==> src/rtl/syn_bank_arbiter.sv <==
// syn_bank_arbiter
//   Shares the four synapse banks between NREQ fire-dispatch requesters.
//   index[11:10] of each 12-bit request selects a bank; every bank has its own
//   round-robin arbiter and a one-entry registered output stage, so up to four
//   transfers complete per cycle (one per bank).
//
// Ports
//   clk, reset            clock (rising edge), asynchronous active-low reset
//   enable                1 = new grants allowed; 0 = output stages only drain
//   req_vld  [NREQ]       per-requester valid
//   req_addr [NREQ*12]    requester i index at [12*i+11:12*i]
//   req_rdy  [NREQ]       per-requester ready (combinational)
//   syn_vld_b/addr_b/src_b  bank b output stage (registered), b = 0..3
//   syn_rdy_b             bank b consumer ready
//   idle                  no request pending and every output stage empty
//
// Optional feature: define SYN_ARB_STATS_EN to add stats_clr and the
// per-bank 16-bit saturating stall counters on stall_cnt[63:0].

// One bank: round-robin pick among requesters that target this bank,
// feeding a single registered output slot.
module syn_bank_slot #(
    parameter int NREQ  = 2,
    parameter int SRC_W = 1,
    parameter int BANK  = 0
) (
    input  logic                       clk,
    input  logic                       reset,
    input  logic                       enable,
    input  logic [NREQ-1:0]            req_vld,
    input  logic [NREQ-1:0][11:0]      req_addr,
    input  logic                       syn_rdy,
    output logic [NREQ-1:0]            grant,
    output logic                       syn_vld,
    output logic [9:0]                 syn_addr,
    output logic [SRC_W-1:0]           syn_src
`ifdef SYN_ARB_STATS_EN
    ,
    input  logic                       stats_clr,
    output logic [15:0]                stall_cnt
`endif
);
    logic [NREQ-1:0]  hit;
    logic             found;
    logic [SRC_W-1:0] win;
    logic [SRC_W-1:0] nxt_ptr;
    logic [9:0]       win_addr;
    logic [SRC_W-1:0] rr_ptr;
    logic             load;

    always_comb begin
        hit = '0;
        for (int i = 0; i < NREQ; i++)
            hit[i] = req_vld[i] && (req_addr[i][11:10] == 2'(BANK));
    end

    // Scan rr_ptr, rr_ptr+1, ... (mod NREQ); first hit wins. The pointer
    // for the next grant is computed alongside so NREQ need not be a power of 2.
    always_comb begin
        int j;
        j        = 0;
        found    = 1'b0;
        win      = '0;
        nxt_ptr  = rr_ptr;
        win_addr = '0;
        for (int k = 0; k < NREQ; k++) begin
            j = int'(rr_ptr) + k;
            if (j >= NREQ) j = j - NREQ;
            if (!found && hit[j]) begin
                found    = 1'b1;
                win      = SRC_W'(j);
                win_addr = req_addr[j][9:0];
                nxt_ptr  = (j == NREQ - 1) ? '0 : SRC_W'(j + 1);
            end
        end
    end

    // Slot may refill in the same cycle its current entry is taken.
    assign load = enable && (!syn_vld || syn_rdy);

    always_comb begin
        grant = '0;
        for (int i = 0; i < NREQ; i++)
            grant[i] = load && found && (win == SRC_W'(i));
    end

    always_ff @(posedge clk or negedge reset) begin
        if (!reset) begin
            syn_vld  <= 1'b0;
            syn_addr <= '0;
            syn_src  <= '0;
            rr_ptr   <= '0;
        end else if (load) begin
            syn_vld <= found;
            if (found) begin
                syn_addr <= win_addr;
                syn_src  <= win;
                rr_ptr   <= nxt_ptr;
            end
        end else if (syn_vld && syn_rdy) begin
            // enable low: drain only, pointer frozen
            syn_vld <= 1'b0;
        end
    end

`ifdef SYN_ARB_STATS_EN
    // Stall = some requester for this bank was left waiting this cycle.
    logic stall;
    assign stall = |(hit & ~grant);

    always_ff @(posedge clk or negedge reset) begin
        if (!reset)
            stall_cnt <= '0;
        else if (stats_clr)
            stall_cnt <= '0;
        else if (stall && (stall_cnt != 16'hFFFF))
            stall_cnt <= stall_cnt + 16'd1;
    end
`endif
endmodule

module syn_bank_arbiter #(
    parameter int NREQ  = 2,
    parameter int SRC_W = $clog2(NREQ)
) (
    input  logic                 clk,
    input  logic                 reset,
    input  logic                 enable,
    input  logic [NREQ-1:0]      req_vld,
    input  logic [NREQ*12-1:0]   req_addr,
    output logic [NREQ-1:0]      req_rdy,
    output logic                 syn_vld_0,
    output logic [9:0]           syn_addr_0,
    output logic [SRC_W-1:0]     syn_src_0,
    input  logic                 syn_rdy_0,
    output logic                 syn_vld_1,
    output logic [9:0]           syn_addr_1,
    output logic [SRC_W-1:0]     syn_src_1,
    input  logic                 syn_rdy_1,
    output logic                 syn_vld_2,
    output logic [9:0]           syn_addr_2,
    output logic [SRC_W-1:0]     syn_src_2,
    input  logic                 syn_rdy_2,
    output logic                 syn_vld_3,
    output logic [9:0]           syn_addr_3,
    output logic [SRC_W-1:0]     syn_src_3,
    input  logic                 syn_rdy_3,
`ifdef SYN_ARB_STATS_EN
    input  logic                 stats_clr,
    output logic [63:0]          stall_cnt,
`endif
    output logic                 idle
);
    logic [NREQ-1:0][11:0]       addr_a;
    logic [3:0][NREQ-1:0]        bgrant;
    logic [3:0]                  bvld;
    logic [3:0][9:0]             baddr;
    logic [3:0][SRC_W-1:0]       bsrc;
    logic [3:0]                  brdy;

    assign addr_a = req_addr;
    assign brdy   = {syn_rdy_3, syn_rdy_2, syn_rdy_1, syn_rdy_0};

    for (genvar b = 0; b < 4; b++) begin : g_bank
        syn_bank_slot #(.NREQ(NREQ), .SRC_W(SRC_W), .BANK(b)) u_bank (
            .clk      (clk),
            .reset    (reset),
            .enable   (enable),
            .req_vld  (req_vld),
            .req_addr (addr_a),
            .syn_rdy  (brdy[b]),
            .grant    (bgrant[b]),
            .syn_vld  (bvld[b]),
            .syn_addr (baddr[b]),
            .syn_src  (bsrc[b])
`ifdef SYN_ARB_STATS_EN
            ,
            .stats_clr(stats_clr),
            .stall_cnt(stall_cnt[16*b +: 16])
`endif
        );
    end

    // Each requester targets exactly one bank, so OR-ing grants is safe.
    // Ready is masked while reset is held.
    always_comb begin
        req_rdy = '0;
        for (int b = 0; b < 4; b++)
            req_rdy = req_rdy | bgrant[b];
        if (!reset) req_rdy = '0;
    end

    assign idle = !(|req_vld) && !(|bvld);

    assign syn_vld_0 = bvld[0];  assign syn_addr_0 = baddr[0];  assign syn_src_0 = bsrc[0];
    assign syn_vld_1 = bvld[1];  assign syn_addr_1 = baddr[1];  assign syn_src_1 = bsrc[1];
    assign syn_vld_2 = bvld[2];  assign syn_addr_2 = baddr[2];  assign syn_src_2 = bsrc[2];
    assign syn_vld_3 = bvld[3];  assign syn_addr_3 = baddr[3];  assign syn_src_3 = bsrc[3];
endmodule

==> config.mk <==
export PLATFORM = sky130hd
export DESIGN_NAME = syn_bank_arbiter
export DESIGN_NICKNAME = d
export VERILOG_FILES = /design/src/rtl/syn_bank_arbiter.sv
export SDC_FILE = /design/constraint.sdc
export NUM_CORES = 1
export LEC_CHECK = 0
export ABC_CLOCK_PERIOD_IN_PS = 4500
export CAP_MARGIN = 20
export CORE_MARGIN = 8
export CORE_UTILIZATION = 49
export DETAILED_ROUTE_END_ITERATION = 10
export GPL_TIMING_DRIVEN = 0
export PLACE_DENSITY_LB_ADDON = 0.3
export SLEW_MARGIN = 25
export SYNTH_ARGS = -nofsm -noshare
export SYNTH_HDL_FRONTEND = slang
export SYNTH_SLANG_ARGS = --single-unit
==> constraint.sdc <==
create_clock -name clk -period 4.5 [get_ports clk]
set_input_delay 0.675 -clock clk [delete_from_list [all_inputs] [get_ports clk]]
set_output_delay 0.675 -clock clk [all_outputs]
set_load 0.05 [all_outputs]
---- Yosys cells after proc, flatten, opt, wreduce, memory -nomap -nowiden ----
Index checks and enable logic that the tools add are counted.
word-level totals
  register bits after elaboration ......... 52
  bits of input ports ..................... 33
  output and inout port bits .............. 51
  word-level logic and storage cells ...... 245
operators by class
  $add $sub $neg .......................... 20
  magnitude comparators ................... 16
  equal/unequal tests ..................... 14
  multiplexer cells ....................... 105
  bitwise operators ....................... 7
  reductions and logical operators ........ 67
operators by type and width
  kind                                                   count
  two-way mux 10 bit                                     32
  == test 32 x 2 -> 1 bit (second input constant)        8
  < comparator 32 x 3 -> 1 bit (second input constant)   8
  two-way mux 32 bit                                     8
  >= comparator 32 x 3 -> 1 bit (second input constant)  4
  subtractor 32 x 3 -> 32 bit (second input constant)    4
  two-way mux 1 bit                                      64
  logical AND 1 bit                                      33
  nonzero test 2 bit                                     8
  AND reduction 3 bit                                    4
  subtractor 1 x 2 -> 3 bit (second input constant)      4
  logical NOT 1 bit                                      10
  adder 1 bit (second input constant)                    8
  adder 1 x 1 -> 2 bit (second input constant)           4
  == test 2 bit (second input constant)                  4
  >= comparator 1 x 2 -> 1 bit (second input constant)   4
  AND reduction 2 bit                                    4
  OR 2 bit                                               3
  == test 2 x 1 -> 1 bit (second input constant)         2
  logical NOT 2 bit                                      2
  logical OR 1 bit                                       4
  inverter 1 bit                                         4
  OR reduction 4 bit                                     1
  two-way mux 2 bit                                      1
  OR reduction 2 bit                                     1

---- Longest topological paths before layout ----
  depth in word-level cells ............... 15
  mapped depth ............................ 5
  gate-level depth less buffers ........... 3

---- Cells and area by module ----
From an unflattened synthesis, not the netlist that was laid out.
second synthesis, totals
  cells, all modules ...................... 245
  area, all modules ....................... 2835.2 um^2
by module, submodules not included
  module                                 instances  cells an instance  area an instance (um^2)  sequential area each (um^2)
  syn_bank_slot at g_bank[1].u_bank ...  2          60                 744.5                    325.3
  syn_bank_slot at g_bank[3].u_bank      1          61                 658.1                    325.3
  syn_bank_slot at g_bank[0].u_bank      1          60                 648.1                    325.3
  syn_bank_arbiter                       1          4                  40.0                     0.0

---- Least setup slack after synthesis ----
No wires, ideal clock.
  kind .................................... register -> output
  from .................................... register g_bank[1].u_bank.syn_vld
  to ...................................... output port idle
  arrival time ............................ 2.173 ns
  data required time ...................... 3.825 ns
  setup slack ............................. 1.652 ns
  cell stages (with the launch flop) ...... 3
  buffers on the path ..................... 0
  cells stage by stage .................... dfrtp_1 or4_1 nor3_1
on the way
  word-level cells in the longest chain between the ends .. 3
ends and longest elaborated chain
  what                    RTL line  source
  start, declared         34        output logic syn_vld,
  start signal, assigned  94        syn_vld <= found;
  OR reduction 4 bit      193       assign idle = !(|req_vld) && !(|bvld);
  logical NOT 1 bit       193
  logical AND 1 bit       193
  end, declared           152       output logic idle
Every way passes these cells.

---- Final worst setup path ----
  from .................................... input port req_vld[1]
  to ...................................... output port req_rdy[1]
on the way
  word-level cells in the longest chain between the ends .. 14
  elaborated cells on any way between the ends .. 64
  those cells by class .................... mux: 41; bitwise: 3; reduce/logical: 20
ends and longest elaborated chain
  what                                                   RTL line  source
  start, declared                                        129       input logic [NREQ-1:0] req_vld,
  logical AND 1 bit                                      54        hit[i] = req_vld[i] && (req_addr[i][11:10] == 2'(BANK));
  two-way mux 1 bit (not written as such) (3 in series)  69        if (!found && hit[j]) begin
  two-way mux 1 bit                                      69
  logical NOT 1 bit                                      69
  logical AND 1 bit                                      69
  two-way mux 1 bit                                      69
  logical AND 1 bit (2 in series)                        84        grant[i] = load && found && (win == SRC_W'(i));
  OR 2 bit (2 in series)                                 189       req_rdy = req_rdy | bgrant[b];
  OR 2 bit (*)                                           189
  two-way mux 2 bit (*)                                  190       if (!reset) req_rdy = '0;
  end, declared                                          131       output logic [NREQ-1:0] req_rdy,
Every way passes the cells marked *; elsewhere a longest branch is shown, timed or not. The select of a mux whose other input is x is not followed.

==> impl_table.tex <==
\begin{tabular}{lr}
\hline
Metric & Value \\
\hline
\multicolumn{2}{l}{\textbf{Setup path}} \\
\quad Endpoint type of the worst setup path & output port \\
\quad R2r setup slk & 2.58 ns \\
\quad Master of the slowest instance on the critical path & sky130\_fd\_sc\_hd\_\_clkdlybuf4s50\_1 \\
\quad Critical Path Fanout Max & 8 \\
\quad CP Launch Type & primary input \\
\quad Delay of the slowest critical-path stage & 0.80 ns \\
\quad Data required time of the worst path & 3.83 ns \\
\quad Crit path max-delay family & buffers and inverters \\
\quad CP cell instances & clkdlybuf4s50\_1 > or3b\_4 > a2111oi\_2 > o41a\_1 > clkdlybuf4s50\_1 \\
\quad CP dominant cell by count & sky130\_fd\_sc\_hd\_\_clkdlybuf4s50\_1 \\
\quad Crit Path Category & in -> out \\
\quad CP Buf/Inv Count & 2 \\
\quad Data arrival time of the worst path & 3.19 ns \\
\multicolumn{2}{l}{\textbf{Timing}} \\
\quad Worst max-slew margin expressed relative to the limit & 0.366 \\
\quad Number of hold violations in the final report & 0 \\
\quad Setup violation total in the final timing report & 0 \\
\quad Max Slew Vio Count & 0 \\
\quad Setup repair after global routing missed its margin & false \\
\quad Highest clock frequency the design can meet & 259 MHz \\
\quad Post-route fraction of the period consumed by the critical path & 0.859 \\
\quad Post-route setup TNS & 0 ns \\
\quad Slew @ Worst Pin & 0.947 ns \\
\quad Final min period & 3.87 ns \\
\quad Setup slack after layout & 0.633 ns \\
\quad Setup clock skew after layout & 0.00796 ns \\
\multicolumn{2}{l}{\textbf{CTS}} \\
\quad CTS-repair resized insts & 0 \\
\quad Clock Tree Buf Depth & 2 \\
\quad CTS tree & yes \\
\quad Total CTS buffers & 5 \\
\quad Post-CTS setup buffer count & 0 \\
\quad CTS sink cnt & 52 \\
\quad Skew-Pair Late Insertion Delay & 0.30 ns \\
\quad Post-cts hold buffer count & 0 \\
\quad Number of H-tree branching levels & 2 \\
\quad Clock slew at the register clock pins of the worst setup and hold paths & 0.09 ns \\
\quad Buffer cell driving the clock tree root & sky130\_fd\_sc\_hd\_\_clkbuf\_8 \\
\multicolumn{2}{l}{\textbf{Cells and area}} \\
\quad Share of final-layout standard cells stronger than drive strength 1 & 0.0690 \\
\quad Flip-flop and latch area & 1300 sq um \\
\quad Antenna cell count & 0 \\
\quad Multi-input gate area & 850 sq um \\
\quad Commonest non-fill, non-tap cell in the layout & sky130\_fd\_sc\_hd\_\_clkdlybuf4s50\_1 \\
\quad Filler cell count & 360 \\
\quad Commonest cells after routing, fill and taps aside & sky130\_fd\_sc\_hd\_\_clkdlybuf4s50\_1, sky130\_fd\_sc\_hd\_\_inv\_1, sky130\_fd\_sc\_hd\_\_dfrtp\_1 \\
\quad Area added between synthesis and finish & 40.6\% \\
\quad Layout net count & 351 \\
\multicolumn{2}{l}{\textbf{Power}} \\
\quad Highest ir drop seen on vdd & 0.280 mV \\
\quad Leakage power summed over all cells & 0.00164 uW \\
\quad Power density normalized to cell area & 481 nW/um\^{}2 \\
\multicolumn{2}{l}{\textbf{Detailed routing}} \\
\quad Remaining DRCs & 0 \\
\quad Post-route ant nets & 0 \\
\quad Total number of vias & 2,319 \\
\quad Routed WL & 7440 microns \\
\quad WL per Instance & 19.3 microns \\
\quad Routed vias/inst & 6.01 \\
\quad Length of the first detailed-routing pass in iterations & 9 \\
\quad Initial detailed-routing violation count & 329 \\
\multicolumn{2}{l}{\textbf{Worst hold path}} \\
\quad Class of the tightest hold or removal check & in -> async \\
\multicolumn{2}{l}{\textbf{Yosys}} \\
\quad Fraction of the yosys area taken by sequential cells & 0.530 \\
\quad Mean instance size in the synthesized netlist & 10.7 sq um \\
\quad Post-synthesis sequential element count & 52 \\
\quad Largest area contributor in the netlist & sky130\_fd\_sc\_hd\_\_dfrtp\_1 \\
\quad Cells taking the most area after synthesis & sky130\_fd\_sc\_hd\_\_dfrtp\_1, sky130\_fd\_sc\_hd\_\_a222oi\_1, sky130\_fd\_sc\_hd\_\_inv\_1, sky130\_fd\_sc\_hd\_\_clkbuf\_1, sky130\_fd\_sc\_hd\_\_o21ba\_2 \\
\quad Count of unique library cells instantiated by Yosys & 37 \\
\quad Area share of the largest cell type after synthesis & 0.530 \\
\quad Post-synthesis cell count & 229 \\
\quad Nets in the synthesized netlist & 262 \\
\quad Total standard cell area after synthesis & 2450 sq um \\
\quad Warning count from the yosys run & 0 \\
\multicolumn{2}{l}{\textbf{Die}} \\
\quad Number of rows created at floorplan & 25 \\
\quad Placeable Area & 4790 sq um \\
\quad Height of the die & 86.8 microns \\
\quad Starting utilization of the core area & 0.513 \\
\quad Floorplan die area & 7530 sq um \\
\quad DIE WIDTH & 86.8 microns \\
\quad Ports placed on the boundary & 84 \\
\multicolumn{2}{l}{\textbf{GRT}} \\
\quad Global router's overall resource usage & 0.202 \\
\quad Wire length of the first global-routing pass & 12,000 microns \\
\quad Pin count of the biggest net entering global routing & 55 \\
\quad Total gr overflow & 0 \\
\quad Via count of the first global-routing pass & 2,397 \\
\quad Number of antenna violations at the first check in global routing & 0 \\
\multicolumn{2}{l}{\textbf{Placement}} \\
\quad Setup slack after placement & 0.634 ns \\
\quad Count of buffers from port buffering & 82 \\
\quad HPWL reported at the end of detailed placement & 5310 microns \\
\quad Weighted congestion reported at the end of routability-driven placement & 0.866 \\
\multicolumn{2}{l}{\textbf{Status}} \\
\quad Status & finished clean \\
\multicolumn{2}{l}{\textbf{Job}} \\
\quad Max-cap viol count & 0 \\
\hline
\end{tabular}
[cell families after synthesis]
kind of cell / after synthesis / share of synthesized area
flip-flops: 52 / 0.530
AO/OA/AOI/OAI: 64 / 0.246
AND/OR/NAND/NOR: 36 / 0.100
buffers and inverters: 77 / 0.123
[per-stage QoR]
step | power (uW) | hold slack (ns) | cell area [sq um] | util | instances
6_report | 1660 | 0.399 | 3450 | 0.721 | 386
5_1_grt | 1730 | 0.457 | 3450 | 0.721 | 386
4_1_cts | 1670 | 0.419 | 3450 | 0.721 | 386
3_5_place_dp | 1390 | 0.497 | 3360 | 0.701 | 378
3_3_place_gp | 1380 | 0.490 | 3360 | 0.702 | 378
2_1_floorplan | 1110 | 0.379 | 2450 | - | 229
[worst paths after layout]
kind,endpoint,from,depth (start not counted)
setup / recovery,req_rdy[1],req_vld[1],5
hold / removal,g_bank[1].u_bank.syn_vld$_DFFE_PN0P_,reset,1
setup reg to reg,g_bank[1].u_bank.syn_addr[4]$_DFFE_PN0P_,g_bank[1].u_bank.syn_vld$_DFFE_PN0P_,4
hold reg to reg,g_bank[2].u_bank.syn_src$_DFFE_PN0P_,g_bank[2].u_bank.syn_src$_DFFE_PN0P_,1
max in group asynchronous,g_bank[3].u_bank.syn_addr[3]$_DFFE_PN0P_,reset,1
min in group clk,g_bank[2].u_bank.syn_src$_DFFE_PN0P_,g_bank[2].u_bank.syn_src$_DFFE_PN0P_,1
[final cells by class]
| type | instances | share of cell area |
|---|---|---|
| timing repair buffer | 82 | 0.237 |
| buffer | 15 | 0.0203 |
| tap | 67 | 0.0243 |
| clock buffer | 7 | 0.0250 |
| clock inverter | 1 | 0.00218 |
| sequential | 52 | 0.377 |
| inverter | 62 | 0.0675 |
| multi-input combinational | 100 | 0.246 |
[cell usage after synthesis]
cell,instances
sky130_fd_sc_hd__nor2b_1,3
sky130_fd_sc_hd__a2111oi_2,1
sky130_fd_sc_hd__o21ba_2,3
sky130_fd_sc_hd__nand4_1,2
sky130_fd_sc_hd__o211ai_1,1
sky130_fd_sc_hd__or2_2,3
sky130_fd_sc_hd__nand3b_1,4
sky130_fd_sc_hd__dfrtp_1,52
sky130_fd_sc_hd__or3b_4,1
sky130_fd_sc_hd__o41a_1,2
sky130_fd_sc_hd__or3b_1,1
sky130_fd_sc_hd__a31oi_1,2
sky130_fd_sc_hd__o31ai_1,2
sky130_fd_sc_hd__a41oi_1,1
sky130_fd_sc_hd__nor4_1,4
sky130_fd_sc_hd__and3_1,2
sky130_fd_sc_hd__buf_6,1
sky130_fd_sc_hd__nand2_1,1
sky130_fd_sc_hd__o41ai_1,2
sky130_fd_sc_hd__nand2b_1,2
sky130_fd_sc_hd__o21ai_0,2
sky130_fd_sc_hd__buf_2,5
sky130_fd_sc_hd__and4b_1,2
sky130_fd_sc_hd__clkbuf_1,9
sky130_fd_sc_hd__nor3_1,4
sky130_fd_sc_hd__a222oi_1,40
sky130_fd_sc_hd__nand3_1,1
sky130_fd_sc_hd__o2111a_1,2
sky130_fd_sc_hd__nor2_1,1
sky130_fd_sc_hd__nor3b_1,1
sky130_fd_sc_hd__and4_1,1
sky130_fd_sc_hd__inv_1,61
sky130_fd_sc_hd__clkinv_1,1
sky130_fd_sc_hd__nor4bb_1,2
sky130_fd_sc_hd__a21oi_1,3
sky130_fd_sc_hd__or4_1,1
sky130_fd_sc_hd__a211o_1,3
[routing by layer]
metal  vias to the layer above  GRT usage  wire length, microns
met5                         -          0                     0
met4                         0     0.0908                   102
met3                        11     0.0491                   706
met2                       125      0.335                  3550
met1                      1143      0.241                  3080
li1                       1040          -                     -
[report_power, final]
group	switching, uW	internal (uW)	leakage, uW
Combinational	491	259	0.00102
Clock	150	125	0.0000445
Sequential	63.6	569	0.000576
Total	705	953	0.00164
[sequential cells by signal, summed over array words and instances (netlist names)]
name	cells
g_bank.u_bank.rr_ptr	4
g_bank.u_bank.syn_src	4
g_bank.u_bank.syn_vld	4
g_bank.u_bank.syn_addr	40
Power figures use the tool's default switching activity.
